===== src/rtl/cmd_parser_if.sv =====
// rtl/cmd_parser_if.sv - byte-in / command-out handshake bundle for cmd_parser
interface cmd_parser_if;
   logic        rx_ready;
   logic [7:0]  rx_data;
   logic        cmd_valid;
   logic        cmd_ready;
   logic [2:0]  cmd_op;
   logic [31:0] cmd_payload;
   logic        err;
   logic [1:0]  err_code;
   logic        ovr;

   modport slave (
      input  rx_ready, rx_data, cmd_ready,
      output cmd_valid, cmd_op, cmd_payload, err, err_code, ovr
   );

   modport master (
      output rx_ready, rx_data, cmd_ready,
      input  cmd_valid, cmd_op, cmd_payload, err, err_code, ovr
   );
endinterface


===== src/rtl/cmd_parser.sv =====
// rtl/cmd_parser.sv - UART byte-stream command frame decoder; CMD_PARSER_CHECKSUM_EN adds trailing XOR byte
module cmd_parser #(
   parameter int TIMEOUT_CYCLES = 640
) (
   input  logic        clk,
   input  logic        rst_n,
   cmd_parser_if.slave bus
);
   localparam int CW = $clog2(TIMEOUT_CYCLES + 1);
   localparam logic [CW-1:0] TMO_MAX = CW'(TIMEOUT_CYCLES);

`ifdef CMD_PARSER_CHECKSUM_EN
   typedef enum logic [1:0] {IDLE, PAYLOAD, CHECK, HOLD} state_t;
   logic [7:0] csum_q, csum_d;
`else
   typedef enum logic [1:0] {IDLE, PAYLOAD, HOLD} state_t;
`endif

   state_t         state, state_d;
   logic [2:0]     op_q, op_d;
   logic [31:0]    pay_q, pay_d;
   logic [1:0]     cnt_q, cnt_d;
   logic [CW-1:0]  tmo_q, tmo_d;
   logic           err_q, err_d;
   logic [1:0]     code_q, code_d;
   logic           ovr_q, ovr_d;
   logic           last_byte;
   state_t         frame_end;

`ifdef CMD_PARSER_CHECKSUM_EN
   assign frame_end = CHECK;
`else
   assign frame_end = HOLD;
`endif

   assign last_byte = (cnt_q == ((op_q == 3'd3) ? 2'd1 : 2'd3));

   always_ff @(posedge clk) begin
      if (!rst_n) begin
         state  <= IDLE;
         op_q   <= '0;
         pay_q  <= '0;
         cnt_q  <= '0;
         tmo_q  <= '0;
         err_q  <= 1'b0;
         code_q <= '0;
         ovr_q  <= 1'b0;
`ifdef CMD_PARSER_CHECKSUM_EN
         csum_q <= '0;
`endif
      end else begin
         state  <= state_d;
         op_q   <= op_d;
         pay_q  <= pay_d;
         cnt_q  <= cnt_d;
         tmo_q  <= tmo_d;
         err_q  <= err_d;
         code_q <= code_d;
         ovr_q  <= ovr_d;
`ifdef CMD_PARSER_CHECKSUM_EN
         csum_q <= csum_d;
`endif
      end
   end

   always_comb begin
      state_d = state;
      op_d    = op_q;
      pay_d   = pay_q;
      cnt_d   = cnt_q;
      tmo_d   = tmo_q;
      err_d   = 1'b0;
      code_d  = 2'b00;
      ovr_d   = 1'b0;
`ifdef CMD_PARSER_CHECKSUM_EN
      csum_d  = csum_q;
`endif
      case (state)
         IDLE: begin
            if (bus.rx_ready) begin
               if (bus.rx_data >= 8'd1 && bus.rx_data <= 8'd4) begin
                  op_d  = bus.rx_data[2:0];
                  pay_d = '0;
                  cnt_d = '0;
                  tmo_d = '0;
`ifdef CMD_PARSER_CHECKSUM_EN
                  csum_d = bus.rx_data;
`endif
                  state_d = (bus.rx_data <= 8'd2) ? frame_end : PAYLOAD;
               end else begin
                  err_d  = 1'b1;
                  code_d = 2'b01;
               end
            end
         end
         PAYLOAD: begin
            if (bus.rx_ready) begin
               pay_d[{cnt_q, 3'b000} +: 8] = bus.rx_data;
               cnt_d = cnt_q + 2'd1;
               tmo_d = '0;
`ifdef CMD_PARSER_CHECKSUM_EN
               csum_d = csum_q ^ bus.rx_data;
`endif
               if (last_byte)
                  state_d = frame_end;
            end else if (tmo_q == TMO_MAX) begin
               // a byte landing on the expiry cycle wins over the timeout
               err_d   = 1'b1;
               code_d  = 2'b10;
               state_d = IDLE;
            end else begin
               tmo_d = tmo_q + 1'b1;
            end
         end
`ifdef CMD_PARSER_CHECKSUM_EN
         CHECK: begin
            if (bus.rx_ready) begin
               if (bus.rx_data == csum_q) begin
                  state_d = HOLD;
               end else begin
                  err_d   = 1'b1;
                  code_d  = 2'b11;
                  state_d = IDLE;
               end
            end else if (tmo_q == TMO_MAX) begin
               err_d   = 1'b1;
               code_d  = 2'b10;
               state_d = IDLE;
            end else begin
               tmo_d = tmo_q + 1'b1;
            end
         end
`endif
         HOLD: begin
            if (bus.rx_ready)
               ovr_d = 1'b1;
            if (bus.cmd_ready)
               state_d = IDLE;
         end
         default: state_d = IDLE;
      endcase
   end

   assign bus.cmd_valid   = (state == HOLD);
   assign bus.cmd_op      = (state == HOLD) ? op_q : 3'd0;
   assign bus.cmd_payload = (state == HOLD) ? pay_q : 32'd0;
   assign bus.err         = err_q;
   assign bus.err_code    = code_q;
   assign bus.ovr         = ovr_q;
endmodule

===== src/flat_wrapper.sv =====
// flat-port wrapper written by rule: the top's interface ports become plain ports
module cmd_parser_flat 
#(
   parameter int TIMEOUT_CYCLES = 640
)
  (clk, rst_n, bus_rx_ready, bus_rx_data, bus_cmd_ready, bus_cmd_valid, bus_cmd_op, bus_cmd_payload, bus_err, bus_err_code, bus_ovr);
  cmd_parser_if bus_i ();
  input  logic clk;
  input  logic rst_n;
  input wire logic [$bits(bus_i.rx_ready)-1:0] bus_rx_ready;
  input wire logic [$bits(bus_i.rx_data)-1:0] bus_rx_data;
  input wire logic [$bits(bus_i.cmd_ready)-1:0] bus_cmd_ready;
  output wire logic [$bits(bus_i.cmd_valid)-1:0] bus_cmd_valid;
  output wire logic [$bits(bus_i.cmd_op)-1:0] bus_cmd_op;
  output wire logic [$bits(bus_i.cmd_payload)-1:0] bus_cmd_payload;
  output wire logic [$bits(bus_i.err)-1:0] bus_err;
  output wire logic [$bits(bus_i.err_code)-1:0] bus_err_code;
  output wire logic [$bits(bus_i.ovr)-1:0] bus_ovr;
  assign bus_i.rx_ready = bus_rx_ready;
  assign bus_i.rx_data = bus_rx_data;
  assign bus_i.cmd_ready = bus_cmd_ready;
  assign bus_cmd_valid = bus_i.cmd_valid;
  assign bus_cmd_op = bus_i.cmd_op;
  assign bus_cmd_payload = bus_i.cmd_payload;
  assign bus_err = bus_i.err;
  assign bus_err_code = bus_i.err_code;
  assign bus_ovr = bus_i.ovr;
  cmd_parser #(.TIMEOUT_CYCLES(TIMEOUT_CYCLES)) u_core (.clk(clk), .rst_n(rst_n), .bus(bus_i));
endmodule

===== config.mk =====
export PLATFORM = sky130hd
export DESIGN_NAME = cmd_parser_flat
export DESIGN_NICKNAME = d
export VERILOG_FILES = /design/src/rtl/cmd_parser_if.sv /design/src/rtl/cmd_parser.sv /design/src/flat_wrapper.sv
export SDC_FILE = /design/constraint.sdc
export NUM_CORES = 1
export LEC_CHECK = 0
export ABC_AREA = 0
export CORE_MARGIN = 2
export CORE_UTILIZATION = 50
export CTS_CLUSTER_DIAMETER = 50
export DETAILED_ROUTE_END_ITERATION = 6
export GPL_TIMING_DRIVEN = 1
export PLACE_DENSITY = 0.81
export SETUP_SLACK_MARGIN = 0.3
export SYNTH_ARGS = -nofsm -noshare
export SYNTH_HDL_FRONTEND = slang
export SYNTH_SLANG_ARGS = --single-unit
export TNS_END_PERCENT = 1

===== constraint.sdc =====
create_clock -name clk -period 2.88 [get_ports clk]
set_input_delay 0.864 -clock clk [delete_from_list [all_inputs] [get_ports clk]]
set_output_delay 0.864 -clock clk [all_outputs]
set_load 0.05 [all_outputs]

# Word level (Yosys, flattened, before mapping)
# Index checks and enable logic that the tools add are counted.
[classes]
addsub = 3
n_lt_le_gt_ge = 3
eq_ne = 12
shifts = 2
n_mux = 36
reduce_logical = 8
[op_table]
columns = ["cell", "n"]
rows = [
  ["$mux W32", 4],
  ["$pmux W32 S2", 1],
  ["$mux W10", 4],
  ["$bwmux W32", 1],
  ["$shift A8 B7 Y32 const A", 1],
  ["$shiftx A8 B7 Y32", 1],
  ["$mux W2", 14],
  ["$pmux W10 S2", 1],
  ["$add A10 B1 Y10 const B", 1],
  ["$eq A10 B10 Y1 const B", 1],
  ["$ge A8 B1 Y1 const B", 1],
  ["$le A8 B2 Y1 const B", 1],
  ["$le A8 B3 Y1 const B", 1],
  ["$pmux W2 S2", 2],
  ["$reduce_and A4 Y1", 2],
  ["$neg A5 Y7", 1],
  ["$mux W1", 6],
  ["$ne A2 B2 Y1 const B", 3],
  ["$ne A3 B2 Y1 const B", 2],
  ["$pmux W2 S3", 1],
  ["$reduce_and A5 Y1", 1],
  ["$eq A3 B2 Y1 const B", 1],
  ["$mux W3", 1],
  ["$ne A3 B3 Y1 const B", 1],
  ["11 further kinds", 11],
]
[totals]
reg_bits = 53
inputBits = 12
output_inout_bits = 40
word_cells = 72

# Longest topological paths before layout
# Gate-level depths: netlist of run 1.
[logic_depth]
word_depth = 6
ltp_mapped = 7
depth_no_buf = 6

# Worst setup path before layout of run 1
# OpenSTA, ideal clock, no wires.
[synth_timing]
path_kind = "register to output"
from = "register u_core.state[1]"
to = "output bus_cmd_op[0]"
arrival_time_ns = 1.790
setup_slack_ns = 0.226
path_stages_with_launch = 5
n_path_buf = 2
path_cell_list = "dfxtp_1 > clkbuf_1 > nor2b_1 > clkbuf_1 > and2_1"
[synth_via]
elab_chain_cells = 2
[synth_lines]
columns = ["element", "line", "text"]
rows = [
  ["start: declaration", "cmd_parser.sv:19", "state_t state, state_d;"],
  ["start signal: assignment", "cmd_parser.sv:52", "state <= state_d;"],
  ["$eq A2 B2 Y1", "--", ""],
  ["via bus_cmd_valid", "flat_wrapper.sv:13", "output wire logic [$bits(bus_i.cmd_valid)-1:0] bus_cmd_valid;"],
  ["$mux W3", "cmd_parser.sv:145", "assign bus.cmd_op = (state == HOLD) ? op_q : 3'd0;"],
  ["end: declaration", "flat_wrapper.sv:14", "output wire logic [$bits(bus_i.cmd_op)-1:0] bus_cmd_op;"],
]
# The timed path passes the listed nets, and every way through them passes these cells.

# Final worst setup path of run 1
[layout_timing]
from = "register u_core.state[0]"
to = "output bus_cmd_payload[25]"
[layout_via]
elab_chain_cells = 2
[layout_lines]
columns = ["element", "line", "text"]
rows = [
  ["$eq A2 B2 Y1", "cmd_parser.sv:146", "assign bus.cmd_payload = (state == HOLD) ? pay_q : 32'd0;"],
  ["$mux W32", "cmd_parser.sv:146", ""],
  ["end: declaration", "flat_wrapper.sv:15", "output wire logic [$bits(bus_i.cmd_payload)-1:0] bus_cmd_payload;"],
]
# No other way between the ends.

==> run metrics, run 1 <==
final cell count without fillers=442; Remaining DRCs=2; Mapped Cells=308; skew final=0.00528 ns; RR Startpoint=u_core.cnt_q[0]$_SDFFE_PN0P_; Die Y-Extent=76.5 um; num rows=26; status=complete, but fails checks; post-synthesis mux area share=1.52%; fin util=75.0%; setup slack, reg-to-reg=0.84 ns; # clock sinks=53; top cells by area, synth=dfxtp_1 40%, and2_1 8.3%, o22ai_1 7.4%, nand2_1 7.1%, ha_1 2.9%; Tightest Pin Transition=0.533 ns; Post-Syn Area=2630 um^2; clock latency on the worst-skew pair=0.31 ns; Yosys top cell area share=40.4%; DR vias/cell=5.76; setup bufs post-CTS=0; first-pass GRT wire length=11,600 um; CP endpoint kind=output pin; sequential share of the synthesized area=40.4%; Worst Reg2Reg Path Length in Cells=6; fmax=0.397 GHz; Placed Cells=434; worst hold slack=0.462 ns; port bufs=51; final setup violation count=0; top-count cell post-synth=dfxtp_1; most instantiated cells after synthesis=53 x dfxtp_1, 50 x nand2_1, 35 x and2_1; Slew Limit Headroom=64.4%; Die X=76.5 um; RD Place Congestion=0.947; Layout area overhead=44.9%; r2r endpoint=u_core.pay_q[15]$_SDFFE_PN0P_; Post-Syn Nets=326; CTS clk-pin slew, worst paths=0.10 ns; drt first-iter violations=276; Worst Hold Class=reg -> reg; Lkg Pwr=1.37 nW; CTS buffer count=5; Hold Path Cell Cnt=2; Via Count=2,545; Async S/R FF share, synth=0%; WL final=6980 um; All-Layer GR Usage=24.6%; Worst EP required=2.02 ns; DP Area=3680 um^2; worst-path fanout max=32; Max VDD drop=0.345 mV; pin count of the biggest net entering global routing=35; startpoint types=register; post-synthesis xor/xnor area fraction=0.333%; Hold Fails Final Rpt=0; H-tree depth=2; Critical Path Start=u_core.state[0]$_SDFFE_PN0P_; post-synthesis compound-gate area fraction=22.2%; critical path start-end classification=reg -> out; Tcrit/Tclk final=87.4%; Post-Layout Inst Area=3800 um^2; P per Cell Area=331 nW/um^2; number of global-route vias before repair=2,367; nets=389; area leader, netlist=dfxtp_1; fillers=354; share of layout cells above drive strength 1=21.8%; Routed WL per cell=15.8 um; largest family of logic cells by synthesized area=simple AND/OR/NAND/NOR gates; Core ar.=5070 um^2; GR Overflow Total=0; Ports=52; total iterations of the first detailed-routing run=7; max_cap viols=0; Hold Buf Count CTS=0; n_diodes=0; ys flop type=dfxtp_1; failing checks=design-rule violations; CTS Buffer Depth=2; die area=5850 um^2; Post-DRT Antenna Nets=0; CTS tree=built; Final Max Slew Viols=0; Synth Area in Adders=2.86%; EDFF count, synth=0; Hold Crit Start=u_core.pay_q[10]$_SDFFE_PN0P_; initial core utilization=51.8%; detailed placer's ending HPWL=5260 um; Distinct cells, synth=47; simple-gate portion of the synthesized area=27.8%; CTS root buf=clkbuf_8; number of synthesized register bits=53; initial antenna violation count=0; unrepaired setup endpoints after global routing=true; CP arrival=1.65 ns; WHS Endpoint=u_core.pay_q[10]$_SDFFE_PN0P_; crit path time final=2.52 ns; synthesized area per cell=8.53 um^2; YS warnings=0
worst max-delay path by stage:
stage | cells past startpoint | slack, ns | to
after floorplan | 5 | 0.44 | bus_cmd_payload[10]
after global placement | 7 | -0.06 | u_core.op_q[2]$_SDFFE_PN0P_
after detailed placement | 5 | -0.10 | u_core.pay_q[3]$_SDFFE_PN0P_
after CTS | 7 | 0.28 | u_core.op_q[0]$_SDFFE_PN0P_
after global routing | 4 | 0.26 | bus_cmd_payload[4]
final | 4 | 0.36 | bus_cmd_payload[25]
power breakdown:
group / total (mW) / switching [mW] / internal, mW
sequential: 0.736 / 0.00166 / 0.735
clock: 0.419 / 0.247 / 0.172
combinational: 0.103 / 0.0648 / 0.0383
total: 1.26 / 0.314 / 0.945
metal layers:
layer	track usage (%)	routed length, um	up-vias
met5	0	0	-
met4	8.73	151	0
met3	5.45	517	18
met2	40.4	3260	120
met1	32.0	3050	1170
li1	-	-	1237
area by class of cell:
cell class | count | area [um^2] | share of cell area (%)
Clock inverter | 2 | 15.0 | 0.395
Sequential cell | 53 | 1060 | 27.9
Inverter | 13 | 48.8 | 1.28
Multi-Input combinational cell | 224 | 1460 | 38.4
Clock buffer | 6 | 72.6 | 1.91
Tap cell | 70 | 87.6 | 2.30
Timing Repair Buffer | 74 | 1060 | 27.8
sequential cells by signal, summed over array words and instances (netlist names):
register and count:
u_core.bus.ovr 1, u_core.pay_q 32, u_core.cnt_q 2, u_core.bus.err_code 2
u_core.bus.err 1, u_core.tmo_q 10, u_core.op_q 3, u_core.state 2
layout by cell type (no fill, tap or decap), drive strengths merged, types with 3 or more instances in the layout:
| cell type | count |
|---|---|
| o31ai | 6 |
| inv | 12 |
| nor2 | 9 |
| buf | 59 |
| nand3 | 5 |
| ha | 6 |
| a211oi | 7 |
| and2 | 35 |
| o22ai | 31 |
| or4 | 8 |
| clkbuf | 6 |
| clkdlybuf4s50 | 8 |
| nor3 | 3 |
| dfxtp | 53 |
| dlymetal6s2s | 5 |
| or3b | 3 |
| nand4 | 5 |
| nand2 | 50 |
| o21ai | 7 |
| and3 | 5 |
| mux2i | 4 |
| a21oi | 12 |
cells by family after synthesis:
family / count (synthesis)
compound gates: 78
mux: 4
fa+ha+maj: 6
buf+inv: 31
xor+xnor: 1
simple gates: 135
flops: 53
repair_timing:
action / 4_1_cts / 5_1_grt
setup endpoints to repair: 71 / 74
pin swaps: 1 / 2
gates resized for setup: 5 / 10
per-stage QoR:
step / TNS [ns] / power, mW / worst slack, ns
2_1_floorplan: 0 / 0.802 / 0.443
3_3_place_gp: -1.38 / 0.852 / -0.0584
3_5_place_dp: -2.80 / 0.854 / -0.101
4_1_cts: 0 / 1.25 / 0.283
5_1_grt: 0 / 1.30 / 0.264
6_report: 0 / 1.26 / 0.364
critical path, cell delays in order (launching register included):
cell and delay [ns]:
dfxtp_1 0.67, nor2b_4 0.11, buf_6 0.19, and2_1 0.20
buf_12 0.15
Note: power is estimated with default switching activity, not from simulation.
==> run 2: changes to the inputs <==
CTS_CLUSTER_DIAMETER = unset   (was 50)
MAX_ROUTING_LAYER = met4   (was unset)
==> run 2 against run 1 <==
Effect of this change: the run now ends clean; power increased by 0.11%; design area down 0.16%; register-to-register slack about the same; worst hold slack improved by 0.00055 ns; worst setup slack improved by 0.0010 ns; wire length is 5.2% higher; clock power about the same; critical path depth unchanged; via count grew 2.6%; highest routed layer unchanged.
==> run metrics, run 2 (synthesized netlist as in run 1, its figures left out) <==
# clock sinks=53 (unchanged); setup slack, reg-to-reg=0.83 ns (about the same); r2r endpoint=u_core.tmo_q[3]$_SDFFE_PN0P_; GR Overflow Total=0 (unchanged); nets=391 (+0.51%); detailed placer's ending HPWL=5580 um (+6.0%); critical path start-end classification=reg -> out; total negative setup slack=0 ns (unchanged); Core ar.=5070 um^2 (unchanged); max_cap viols=0 (unchanged); startpoint types=register; worst hold slack=0.462 ns (+0.000551 ns); Final Max Slew Viols=0 (unchanged); clock latency on the worst-skew pair=0.31 ns (about the same); worst-path fanout max=33 (+3.1%); gr busiest metal=met2; unrepaired setup endpoints after global routing=true; met2 Resource Use GR=44.3% (+4.0 points); final setup violation count=0 (unchanged); P per Cell Area=332 nW/um^2 (+0.27%); first-pass GRT wire length=12,200 um (+5.6%); total iterations of the first detailed-routing run=5 (-2); n_diodes=0 (unchanged); setup bufs post-CTS=0 (unchanged); CTS Buffer Depth=2 (unchanged); CP arrival=1.65 ns (about the same); Tcrit/Tclk final=87.3% (about the same); Max VDD drop=0.210 mV (-39%); RR Startpoint=u_core.tmo_q[0]$_SDFFE_PN0P_; port bufs=51 (unchanged); final cell count without fillers=444 (+0.45%); Placed Cells=436 (+0.46%); Via Count=2,612 (+2.6%); num rows=26 (unchanged); most frequent cells in the layout=52 x dfxtp_1, 50 x nand2_1, 36 x buf_12, 35 x and2_1, 31 x o22ai_1; drt first-iter violations=338 (+22%); CTS tree=built; Lkg Pwr=1.36 nW (-0.69%); H-tree depth=2 (unchanged); CTS root buf=clkbuf_8; die area=5850 um^2 (unchanged); Hold Crit Start=u_core.pay_q[12]$_SDFFE_PN0P_; fmax=0.398 GHz (about the same); WHS Endpoint=u_core.pay_q[12]$_SDFFE_PN0P_; number of global-route vias before repair=2,476 (+4.6%); share of layout cells above drive strength 1=22.2% (+0.42 points); Worst Reg2Reg Path Length in Cells=6 (unchanged); Slew Limit Headroom=64.3% (about the same); initial core utilization=51.8% (unchanged); CP endpoint kind=output pin; All-Layer GR Usage=26.7% (+2.1 points); status=finished, final reports clean; pin count of the biggest net entering global routing=35 (unchanged); Layout area overhead=44.6%; Post-DRT Antenna Nets=0 (unchanged); Ports=52 (unchanged); M1 GR Usage=31.9% (-0.071 points); Largest regs=u_core.pay_q: 32 flops, u_core.tmo_q: 10 flops, u_core.op_q: 3 flops; WL final=7340 um (+5.2%); Hold Buf Count CTS=0 (unchanged); crit path time final=2.52 ns (-0.00104 ns); Worst EP required=2.02 ns (about the same); commonest non-fill, non-tap cell in the layout=dfxtp_1; Hold Fails Final Rpt=0 (unchanged); Hold Path Cell Cnt=2 (unchanged); Tightest Pin Transition=0.532 ns (-0.00168 ns); DR vias/cell=5.88 (+2.2%); met3 GRT Util=6.28% (+0.83 points); Reg with most FFs=u_core.pay_q; Remaining DRCs=0 (-2); Routed WL per cell=16.5 um (+4.7%); CTS clk-pin slew, worst paths=0.10 ns (about the same); initial antenna violation count=0 (unchanged); RD Place Congestion=0.948 (about the same); Die X=76.5 um (unchanged); max reg flops=32 (unchanged); skew final=0.00759 ns (+0.00230 ns); Die Y-Extent=76.5 um (unchanged); CTS buffer count=5 (unchanged); Worst Hold Class=reg -> reg
## run 2: through the flow
step           util [%]  instance area (um^2)  total power [mW]  setup WS, ns
2_1_floorplan         -                  2630             0.802         0.443
3_3_place_gp       72.8                  3700             0.853       -0.0612
3_5_place_dp       72.8                  3700             0.856        -0.117
4_1_cts            74.8                  3790              1.26         0.257
5_1_grt            74.9                  3800              1.30         0.284
6_report           74.9                  3800              1.26         0.365
## run 2: what timing repair did
action	4_1_cts	5_1_grt
gates resized for setup	10	3
endpoints found under the setup margin	72	53
pin swaps	2	2
endpoints found under the hold margin	0	0
## run 2: worst max-delay path by stage
stage / start / end / cells past startpoint
2_1_floorplan: u_core.state[1]$_SDFFE_PN0P_ / bus_cmd_payload[10] / 5
4_1_cts: bus_rx_data[0] / u_core.pay_q[23]$_SDFFE_PN0P_ / 5
5_1_grt: u_core.state[1]$_SDFFE_PN0P_ / bus_cmd_payload[11] / 4
3_5_place_dp: bus_rx_data[6] / u_core.pay_q[16]$_SDFFE_PN0P_ / 5
3_3_place_gp: bus_rx_data[6] / u_core.op_q[2]$_SDFFE_PN0P_ / 7
6_report: u_core.state[1]$_SDFFE_PN0P_ / bus_cmd_payload[11] / 4
## run 2: critical path, cell delays in order (launching register included)
cell     delay [ns]
dfxtp_2        0.43
nor2b_4        0.24
buf_4          0.28
and2_1         0.23
buf_12         0.15
## run 2: layer usage
layer | vias to the layer above | routed length (um)
li1 | 1244 | -
met1 | 1239 | 3070
met2 | 110 | 3600
met3 | 19 | 519
met4 | 0 | 143
met5 | - | 0
## run 2: power breakdown
group          switching [mW]  internal (mW)  total, mW
logic                  0.0660         0.0378      0.104
clock network           0.247          0.173      0.420
registers             0.00127          0.735      0.736
## run 2: final cells by class
cell class / count / area, um^2
Multi-Input combinational cell: 224 / 1450
Fill cell: 361 / 1280
Sequential cell: 53 / 1060
Timing Repair Buffer: 76 / 1060
Tap cell: 70 / 87.6
Clock buffer: 5 / 68.8
Inverter: 13 / 48.8
Clock inverter: 3 / 21.3
